===== src/rtl/spmv_pkg.sv =====
// Shared SpMV datapath definitions: FloPoCo exception codes, the writer state
// encoding and the FloPoCo-to-IEEE-754 double conversion.
package spmv_pkg;

  localparam logic [1:0] EXC_ZERO   = 2'b00;
  localparam logic [1:0] EXC_NORMAL = 2'b01;
  localparam logic [1:0] EXC_INF    = 2'b10;
  localparam logic [1:0] EXC_NAN    = 2'b11;

  localparam logic [63:0] IEEE_NAN = 64'h7FF8_0000_0000_0000;

  typedef enum logic [1:0] {
    ST_IDLE,
    ST_RUN,
    ST_FLUSH,
    ST_DONE
  } state_e;

  // Special cases collapse to canonical encodings; only the sign survives for zero and infinity.
  function automatic logic [63:0] flopoco_to_ieee(input logic [65:0] v);
    logic [63:0] r;
    case (v[65:64])
      EXC_ZERO:   r = {v[63], 63'b0};
      EXC_NORMAL: r = v[63:0];
      EXC_INF:    r = {v[63], 11'h7FF, 52'b0};
      default:    r = IEEE_NAN;
    endcase
    return r;
  endfunction

endpackage


===== src/rtl/spmv_y_writer_if.sv =====
// Memory write port of the y-vector writer: request/address/data out,
// stall back from the memory controller.
interface spmv_y_writer_if #(
  parameter int ADDR_W = 48
) ();

  logic              mem_req;
  logic [ADDR_W-1:0] mem_addr;
  logic [63:0]       mem_data;
  logic              mem_stall;

  modport master (
    output mem_req,
    output mem_addr,
    output mem_data,
    input  mem_stall
  );

  modport slave (
    input  mem_req,
    input  mem_addr,
    input  mem_data,
    output mem_stall
  );

endinterface


===== src/rtl/std_fifo.sv =====
// Synchronous FIFO with registered occupancy and a combinational read port,
// so a pop can load a downstream register in the same cycle.
module std_fifo #(
  parameter int WIDTH = 64,
  parameter int DEPTH = 64
) (
  input  logic             clk,
  input  logic             rst,
  input  logic             wr_en_i,
  input  logic [WIDTH-1:0] wr_data_i,
  input  logic             rd_en_i,
  output logic [WIDTH-1:0] rd_data_o,
  output logic             full_o,
  output logic             empty_o
);

  localparam int PTR_W = (DEPTH > 1) ? $clog2(DEPTH) : 1;

  logic [WIDTH-1:0] mem_q [DEPTH];
  logic [PTR_W-1:0] wr_ptr_q;
  logic [PTR_W-1:0] rd_ptr_q;
  logic [PTR_W:0]   count_q;
  logic             doWrite;
  logic             doRead;

  assign full_o    = (count_q == (PTR_W + 1)'(DEPTH));
  assign empty_o   = (count_q == '0);
  assign doWrite   = wr_en_i && !full_o;
  assign doRead    = rd_en_i && !empty_o;
  assign rd_data_o = mem_q[rd_ptr_q];

  always_ff @(posedge clk) begin
    if (rst) begin
      wr_ptr_q <= '0;
      rd_ptr_q <= '0;
      count_q  <= '0;
    end else begin
      if (doWrite) wr_ptr_q <= wr_ptr_q + 1'b1;
      if (doRead)  rd_ptr_q <= rd_ptr_q + 1'b1;
      if (doWrite && !doRead)      count_q <= count_q + 1'b1;
      else if (doRead && !doWrite) count_q <= count_q - 1'b1;
    end
  end

  // Storage is not reset; occupancy alone decides what is valid.
  always_ff @(posedge clk) begin
    if (doWrite) mem_q[wr_ptr_q] <= wr_data_i;
  end

endmodule


===== src/rtl/spmv_y_writer.sv =====
// Drains the intermediator's finished rows into the y vector: convert, buffer,
// and write sequential doubles to memory, signalling done after end-of-file.
module spmv_y_writer #(
  parameter int FIFO_DEPTH = 64,
  parameter int ADDR_W     = 48
) (
  input  logic              clk,
  input  logic              rst,
  input  logic              start,
  input  logic [ADDR_W-1:0] y_base,
  input  logic              push,
  input  logic [65:0]       v,
  input  logic              eof,
  spmv_y_writer_if.master   mem,
  output logic              done,
  output logic              overflow,
  output logic [31:0]       rows_written
);

  import spmv_pkg::*;

  state_e            state_q, state_d;
  logic [ADDR_W-1:0] y_base_q, y_base_d;
  logic              cap_valid_q, cap_valid_d;
  logic [63:0]       cap_data_q, cap_data_d;
  logic              cap_eof_q, cap_eof_d;
  logic              out_valid_q, out_valid_d;
  logic [63:0]       out_data_q, out_data_d;
  logic [31:0]       rows_q, rows_d;
  logic              overflow_q, overflow_d;

  logic              fifo_full;
  logic              fifo_empty;
  logic              fifo_pop;
  logic [63:0]       fifo_rd_data;
  logic              startNow;
  logic              acceptPush;
  logic              memAccept;
  logic              flushDone;
  logic [34:0]       byteOffset;

  // eof travels with the capture stage so FLUSH only looks at data already in flight.
  assign startNow   = start && (state_q == ST_IDLE || state_q == ST_DONE);
  assign acceptPush = push && (startNow || (state_q == ST_RUN && !cap_eof_q));
  assign memAccept  = out_valid_q && !mem.mem_stall;
  assign fifo_pop   = !fifo_empty && (!out_valid_q || memAccept);
  assign flushDone  = !cap_valid_q && fifo_empty && (!out_valid_q || memAccept);

  std_fifo #(
    .WIDTH(64),
    .DEPTH(FIFO_DEPTH)
  ) u_fifo (
    .clk      (clk),
    .rst      (rst),
    .wr_en_i  (cap_valid_q),
    .wr_data_i(cap_data_q),
    .rd_en_i  (fifo_pop),
    .rd_data_o(fifo_rd_data),
    .full_o   (fifo_full),
    .empty_o  (fifo_empty)
  );

  always_comb begin
    state_d = state_q;
    case (state_q)
      ST_IDLE:  if (start) state_d = ST_RUN;
      ST_RUN:   if (cap_eof_q) state_d = ST_FLUSH;
      ST_FLUSH: if (flushDone) state_d = ST_DONE;
      ST_DONE:  if (start) state_d = ST_RUN;
      default:  state_d = ST_IDLE;
    endcase
  end

  always_comb begin
    y_base_d    = y_base_q;
    rows_d      = rows_q;
    overflow_d  = overflow_q;
    cap_valid_d = acceptPush;
    cap_data_d  = acceptPush ? flopoco_to_ieee(v) : cap_data_q;
    cap_eof_d   = eof && (state_q == ST_RUN);
    out_valid_d = out_valid_q;
    out_data_d  = out_data_q;

    if (fifo_pop) begin
      out_valid_d = 1'b1;
      out_data_d  = fifo_rd_data;
    end else if (memAccept) begin
      out_valid_d = 1'b0;
    end

    if (memAccept) rows_d = rows_q + 32'd1;
    // A full FIFO drops the value; there is no upstream backpressure to apply.
    if (cap_valid_q && fifo_full) overflow_d = 1'b1;

    if (startNow) begin
      y_base_d   = y_base;
      rows_d     = '0;
      overflow_d = 1'b0;
    end
  end

  always_ff @(posedge clk) begin
    if (rst) begin
      state_q     <= ST_IDLE;
      y_base_q    <= '0;
      cap_valid_q <= 1'b0;
      cap_data_q  <= '0;
      cap_eof_q   <= 1'b0;
      out_valid_q <= 1'b0;
      out_data_q  <= '0;
      rows_q      <= '0;
      overflow_q  <= 1'b0;
    end else begin
      state_q     <= state_d;
      y_base_q    <= y_base_d;
      cap_valid_q <= cap_valid_d;
      cap_data_q  <= cap_data_d;
      cap_eof_q   <= cap_eof_d;
      out_valid_q <= out_valid_d;
      out_data_q  <= out_data_d;
      rows_q      <= rows_d;
      overflow_q  <= overflow_d;
    end
  end

  assign byteOffset   = {rows_q, 3'b000};
  assign mem.mem_req  = out_valid_q;
  assign mem.mem_data = out_data_q;
  assign mem.mem_addr = y_base_q + ADDR_W'(byteOffset);
  assign done         = (state_q == ST_DONE);
  assign overflow     = overflow_q;
  assign rows_written = rows_q;

endmodule

===== src/flat_wrapper.sv =====
// flat-port wrapper written by rule: the top's interface ports become plain ports
module spmv_y_writer_flat import spmv_pkg::*;
#(
  parameter int FIFO_DEPTH = 64,
  parameter int ADDR_W     = 48
)
  (clk, rst, start, y_base, push, v, eof, done, overflow, rows_written, mem_mem_req, mem_mem_addr, mem_mem_data, mem_mem_stall);
  spmv_y_writer_if #(.ADDR_W(ADDR_W)) mem_i ();
  input  logic clk;
  input  logic rst;
  input  logic start;
  input  logic [ADDR_W-1:0] y_base;
  input  logic push;
  input  logic [65:0] v;
  input  logic eof;
  output logic done;
  output logic overflow;
  output logic [31:0] rows_written;
  output wire logic [$bits(mem_i.mem_req)-1:0] mem_mem_req;
  output wire logic [$bits(mem_i.mem_addr)-1:0] mem_mem_addr;
  output wire logic [$bits(mem_i.mem_data)-1:0] mem_mem_data;
  input wire logic [$bits(mem_i.mem_stall)-1:0] mem_mem_stall;
  assign mem_mem_req = mem_i.mem_req;
  assign mem_mem_addr = mem_i.mem_addr;
  assign mem_mem_data = mem_i.mem_data;
  assign mem_i.mem_stall = mem_mem_stall;
  spmv_y_writer #(.FIFO_DEPTH(FIFO_DEPTH), .ADDR_W(ADDR_W)) u_core (.clk(clk), .rst(rst), .start(start), .y_base(y_base), .push(push), .v(v), .eof(eof), .mem(mem_i), .done(done), .overflow(overflow), .rows_written(rows_written));
endmodule

===== config.mk =====
export PLATFORM = sky130hd
export DESIGN_NAME = spmv_y_writer_flat
export DESIGN_NICKNAME = d
export VERILOG_FILES = /design/src/rtl/spmv_pkg.sv /design/src/rtl/spmv_y_writer_if.sv /design/src/rtl/std_fifo.sv /design/src/rtl/spmv_y_writer.sv /design/src/flat_wrapper.sv
export SDC_FILE = /design/constraint.sdc
export NUM_CORES = 2
export LEC_CHECK = 0
export CELL_PAD_IN_SITES_DETAIL_PLACEMENT = 0
export CELL_PAD_IN_SITES_GLOBAL_PLACEMENT = 1
export CORE_MARGIN = 3
export CORE_UTILIZATION = 56
export DETAILED_ROUTE_END_ITERATION = 6
export DONT_BUFFER_PORTS = 1
export PLACE_DENSITY_LB_ADDON = 0.1
export SETUP_SLACK_MARGIN = 0.02
export SYNTH_ARGS = -nofsm -noshare
export SYNTH_HDL_FRONTEND = slang
export SYNTH_SLANG_ARGS = --single-unit
export TNS_END_PERCENT = 1

===== constraint.sdc =====
create_clock -name clk -period 6.39 [get_ports clk]
set_clock_uncertainty 0.1 [all_clocks]
set_input_delay 1.278 -clock clk [delete_from_list [all_inputs] [get_ports clk]]
set_output_delay 1.278 -clock clk [all_outputs]
set_load 0.02 [all_outputs]

# Word-level counts from Yosys, hierarchy flattened
# Memory sizes are Yosys's and may differ from the RTL's. A register that Yosys moved wholly into a read port is not among the register bits.
# Cells that the tools add are included.
word_totals:
  register_bits: 169
  ramBits: 4096
  input_bits: 120
  output_inout_bits: 147
  word_cells: 70
  n_memories: 1
mem_list:
  columns: ["name", "words", "word_bits", "rd", "rd_clocked_by_memory_dff", "write_ports", "line", "text"]
  rows:
  - ["u_core.u_fifo.mem_q", 64, 64, 1, 1, 1, "std_fifo.sv:19", "logic [WIDTH-1:0] mem_q [DEPTH];"]
op_classes:
  add_sub_neg: 6
  eq_ne: 9
  muxes: 11
  n_reduce_logical: 32
ops:
  columns: ["operator", "count"]
  rows:
  - ["64-bit case mux with 3 select lines", 1]
  - ["48-bit by 35-bit adder with 48-bit output", 1]
  - ["32-bit by 1-bit adder with 32-bit output, second input constant", 1]
  - ["7-bit two-way mux", 2]
  - ["1-bit logical AND", 13]
  - ["6-bit by 1-bit adder with 6-bit output, second input constant", 2]
  - ["1-bit zero test", 8]
  - ["7-bit by 1-bit adder with 7-bit output, second input constant", 1]
  - ["7-bit == test, second input constant", 1]
  - ["7-bit zero test", 1]
  - ["7-bit by 1-bit subtractor with 7-bit output, second input constant", 1]
  - ["2-bit == test, second input constant", 3]
  - ["2-bit two-way mux", 3]
  - ["2-bit by 1-bit inequality test with 1-bit output, second input constant", 3]
  - ["2-bit case mux with 3 select lines", 1]
  - ["2-bit by 1-bit == test with 1-bit output, second input constant", 2]
  - ["2-bit zero test", 2]
  - ["1-bit two-way mux", 4]
  - ["2-bit nonzero test", 2]
  - ["2-bit OR reduction", 2]
  - ["1-bit logical OR", 3]
  - ["3-bit AND reduction", 1]

# Logic depth before layout (Yosys ltp)
logic_depth:
  depth_word: 8
  mapped_depth: 16
  depth_no_buf: 16

# Cells and area by module
# A second synthesis with hierarchy kept.
unflattened:
  cells_unflattened: 7795
  hier_area_um2: 165662.6
by_module_without_submodules:
  columns: ["mod", "instances", "cells_each", "area_per_inst_um2", "seq_area_each_um2"]
  rows:
  - ["std_fifo", 1, 6607, 155888.3, 123498.4]
  - ["spmv_y_writer", 1, 1188, 9774.4, 4284.1]

# Worst setup path after synthesis
# No wires, ideal clock.
synth_path:
  kind: "register to register"
  startpoint: "register u_core.u_fifo.count_q[0]"
  endpoint: "memory u_core.u_fifo.mem_q[63][0] (enable)"
  setup_time_ns: 0.487
  arrival_ns: 4.063
  required_ns: 5.803
  setup_slack_ns: 1.740
  path_stages_with_launch: 7
  path_buffers: 1
  synth_period_minus_slack_ns: 4.650
  path_cell_list: "dfxtp_1 > nor3_1 > a21boi_2 > and2_0 > clkbuf_1 > nand3_2 > nor2_1"
synth_between:
  elab_chain_cells: 5
synth_lines:
  columns: ["item", "line", "text"]
  rows:
  - ["start: declaration", "std_fifo.sv:22", "logic [PTR_W:0] count_q;"]
  - ["start signal: assignment", "std_fifo.sv:40", "if (doWrite && !doRead) count_q <= count_q + 1'b1;"]
  - ["start signal: assignment", "std_fifo.sv:41", "else if (doRead && !doWrite) count_q <= count_q - 1'b1;"]
  - ["7-bit == test", "std_fifo.sv:26", "assign full_o = (count_q == (PTR_W + 1)'(DEPTH));"]
  - ["1-bit zero test", "std_fifo.sv:28", "assign doWrite = wr_en_i && !full_o;"]
  - ["1-bit logical AND", "std_fifo.sv:28", null]
  - ["named net u_core.u_fifo.doWrite", "std_fifo.sv:23", "logic doWrite;"]
  - ["1-bit two-way mux", "std_fifo.sv:47", "if (doWrite) mem_q[wr_ptr_q] <= wr_data_i;"]
  - ["1-bit two-way mux (not written as such)", "std_fifo.sv:47", null]
  - ["end: declaration", "std_fifo.sv:19", null]
# The timed path passes the listed nets, and every way through them passes these cells.

# Final worst setup path
layout_path:
  startpoint: "register u_core.rows_q[0], in the netlist u_core.rows_written[0]"
  endpoint: "output mem_mem_addr[37]"
layout_between:
  elab_chain_cells: 1
layout_lines:
  columns: ["item", "line", "text"]
  rows:
  - ["start: declaration", "spmv_y_writer.sv:29", "logic [31:0] rows_q, rows_d;"]
  - ["start signal: assignment", "spmv_y_writer.sv:121", "rows_q <= rows_d;"]
  - ["48-bit by 35-bit adder with 48-bit output", "spmv_y_writer.sv:129", "assign mem.mem_addr = y_base_q + ADDR_W'(byteOffset);"]
  - ["end: declaration", "flat_wrapper.sv:20", "output wire logic [$bits(mem_i.mem_addr)-1:0] mem_mem_addr;"]
# Every way passes these cells.

==> run summary <==
Status = completed
Grt peak-use layer = met2
DIE HEIGHT = 551 um
Number of synthesized flops with an enable pin = 4096
DRC viols = 0
Max FO, Critical Path = 7
Met2 global-route usage = 0.499
RR Startpoint = u_core.u_fifo.count_q[0]
Die Wd = 551 um
Total Power = 71.0 mW
CP dominant cell by count = a21oi_1
Buf/Inv on CP = 0
Setup TNS = 0 ns
Row Count = 199
Initial Util = 0.564
CTS tree = built
Fmax = 174 MHz
Worst-path clk slew = 0.06 ns
Cell Area, Synth = 166000 um2
Clock latency at the later pin of the worst-skew pair = 0.97 ns
Synth cell types = 79
Area delta synth->final = 12.2%
Ys async rst share = 0
Global Route Usage Sum = 0.314
Seq cells post-synth = 4329
Max-cap violations = 0
I/O Pins = 267
Most frequent cells in the layout = 4096 x edfxtp_1, 962 x mux4_2, 439 x mux2i_1
Wire per inst = 38.5 um
Num CTS Buffers = 430
Reg-to-reg endpoint = u_core.u_fifo.mem_q[28][0]
Share of layout cells above drive strength 1 = 0.246
Max IR drop VDD = 363 uV
Gate Count Post-Synth = 7805
Worst-Margin Slew = 1.45 ns
RSZ-0062 raised after global routing = false
Most common cell after layout, fill and taps aside = edfxtp_1
Gr ovfl total = 0
Setup violations, final = 0
DR vias/cell = 6.83
Avg Inst Size Synth = 21.3 um2
Slew headroom = 0.0308
PD cells = 381 nW/um2
Critical-path cell list = ha_1 -> fa_1 -> a21o_1 -> a221oi_2 -> or3_1 -> nand3b_2 -> a22oi_1 -> a21oi_1 -> o31ai_4 -> a21oi_1 -> xor2_1
Worst Hold Class = in2reg
Hold Fails Final Rpt = 0
Initial antenna violation count = 34
Met1 Use GR = 0.458
Die ar. = 303000 um2
Vias in the first global route = 83200
Crit end category = output port
Largest net degree at the start of global routing = 115
Initial DRC count = 12600
Synth Flop Type = edfxtp_1
Port bufs = 0
H-tree levels = 5
Reg2Reg Depth = 6
Critical path arrival = 4.35 ns
# hold bufs at CTS = 0
Bufs on Longest Clock Path = 4
Root Driver = clkbuf_16
Final #Nets = 8206
Vias post-DR = 84300
Placer Congestion = 0.822
Post-layout min period = 5.73 ns
Global-route wire length before repair = 662 mm
Resize count post-CTS = 0
First-pass iteration count of the detailed router = 5
Hold Path End = u_core.y_base_q[40]
Setup Crit Path Kind = reg2out
Post-synthesis sequential area ratio = 0.768
Routed WL = 476 mm
Net Count, Synth = 7971
Hold path depth = 1
DP HPWL = 251 mm
Startpoint type of the worst setup path = register
Flop2flop setup slack = 2.07 ns
Cell leakage power = 57.6 nW
Sink Count = 4329
Met3 global-route usage = 0.0552
Tcrit/Tclk final = 0.897
Worst endpoint required time = 5.01 ns
Slowest CP cell = xor2_1
Core Area = 295000 um2
CP peak stage delay = 0.43 ns
Setup Buffers After CTS = 0
Top delay family on crit path = compound AO/OA/AOI/OAI gates
Hold Path Origin = rst
Final Max Slew Viols = 0
Synthesis Warnings = 0
Post-DRT Antenna Nets = 0
worst reg2reg max path, delay by kind of cell (launching register included):
| kind | cells | cell delay [ns] |
|---|---|---|
| compound gates | 1 | 0.57 |
| simple gates | 4 | 2.32 |
| buf+inv | 1 | 0.46 |
| flops | 1 | 0.48 |
metal layers:
| layer | share of wire | wire length [um] |
|---|---|---|
| met1 | 0.39 | 187000 |
| met3 | 0.096 | 45500 |
| met4 | 0.031 | 14600 |
| met2 | 0.48 | 228000 |
| met5 | 0.00015 | 70 |
report_power, final:
group | internal [mW] | leakage, nW | switching [mW] | total [mW]
Sequential | 31.8 | 39.2 | 1.39 | 33.2
Clock | 14.6 | 6.96 | 10.8 | 25.4
Combinational | 5.85 | 11.5 | 6.50 | 12.3
Total | 52.3 | 57.6 | 18.7 | 71.0
final cells by class:
cell class	count	area (um2)
Antenna cell	17	42.5
Sequential cell	4329	128000
Multi-Input combinational cell	3009	36700
Fill cell	19700	108000
Tap cell	3919	4900
Timing Repair Buffer	252	2820
Clock buffer	537	11500
Clock inverter	268	2690
Inverter	18	73.8
registers in the layout, summed over array words and instances (netlist names), 2 cells and up:
register and count:
u_core.rows_written 32, u_core.cap_data_q 64, u_core.u_fifo.wr_ptr_q 6, u_core.y_base_q 48
u_core.mem.mem_data 64, u_core.u_fifo.mem_q 4096, u_core.u_fifo.rd_ptr_q 6, u_core.state_q 2
u_core.u_fifo.count_q 7
metrics by stage:
stage	instance area (um2)	utilization	cells	setup WS (ns)	hold slack, ns
after floorplan	166000	-	7805	1.74	0.337
after global placement	172000	0.585	11500	1.66	0.346
after detailed placement	172000	0.585	11500	1.66	0.350
after CTS	186000	0.633	12300	0.623	0.260
after global routing	186000	0.633	12300	0.395	0.282
final	186000	0.633	12300	0.657	0.323
kinds of logic (layout without fill, tap and decap cells):
logic type,Yosys count,after routing,synth area share
AOI/OAI and AO/OA,881,881,0.0347
xor gates and xnor gates,82,82,0.00432
adders and majority gates,46,46,0.00355
buffers and inverters,467,1075,0.0146
DFF,4329,4329,0.768
muxes,1442,1442,0.160
other,0,17,0
and+or+nand+nor,558,558,0.0152
Yosys cell counts (28+ instances only):
cell,count,area share
a211oi_1,83,0.0037
dfxtp_1,233,0.028
xnor2_1,40,0.0021
buf_1,28,0.00063
o22ai_1,82,0.0031
buf_2,129,0.0039
buf_4,59,0.0027
nor2b_1,28,0.0011
edfxtp_1,4096,0.74
o221ai_1,54,0.0028
buf_6,35,0.0024
mux2i_1,439,0.026
mux4_2,962,0.13
a32oi_1,54,0.0028
nor2_1,186,0.0042
xor2_1,42,0.0022
o211ai_1,30,0.0014
clkbuf_1,196,0.0044
a21oi_1,196,0.0059
nand3_1,37,0.0011
nand2_1,203,0.0046
mux2_2,41,0.0028
o21ai_0,190,0.0057
ha_1,44,0.0033
o21ai_1,28,0.00084
a22o_1,52,0.0027
worst max-delay path by stage:
stage                                   startpoint                    endpoint  slack (ns)  depth (start not counted)
after floorplan           u_core.u_fifo.count_q[0]  u_core.u_fifo.mem_q[63][0]        1.74                          6
after detailed placement    u_core.rows_written[0]            mem_mem_addr[47]        1.66                         11
after global routing        u_core.rows_written[0]            mem_mem_addr[47]        0.40                         11
after CTS                   u_core.rows_written[0]            mem_mem_addr[47]        0.62                         11
final                       u_core.rows_written[0]            mem_mem_addr[37]        0.66                         11
after global placement      u_core.rows_written[0]            mem_mem_addr[41]        1.66                         11
No activity file was read; power rests on OpenSTA's default activity.
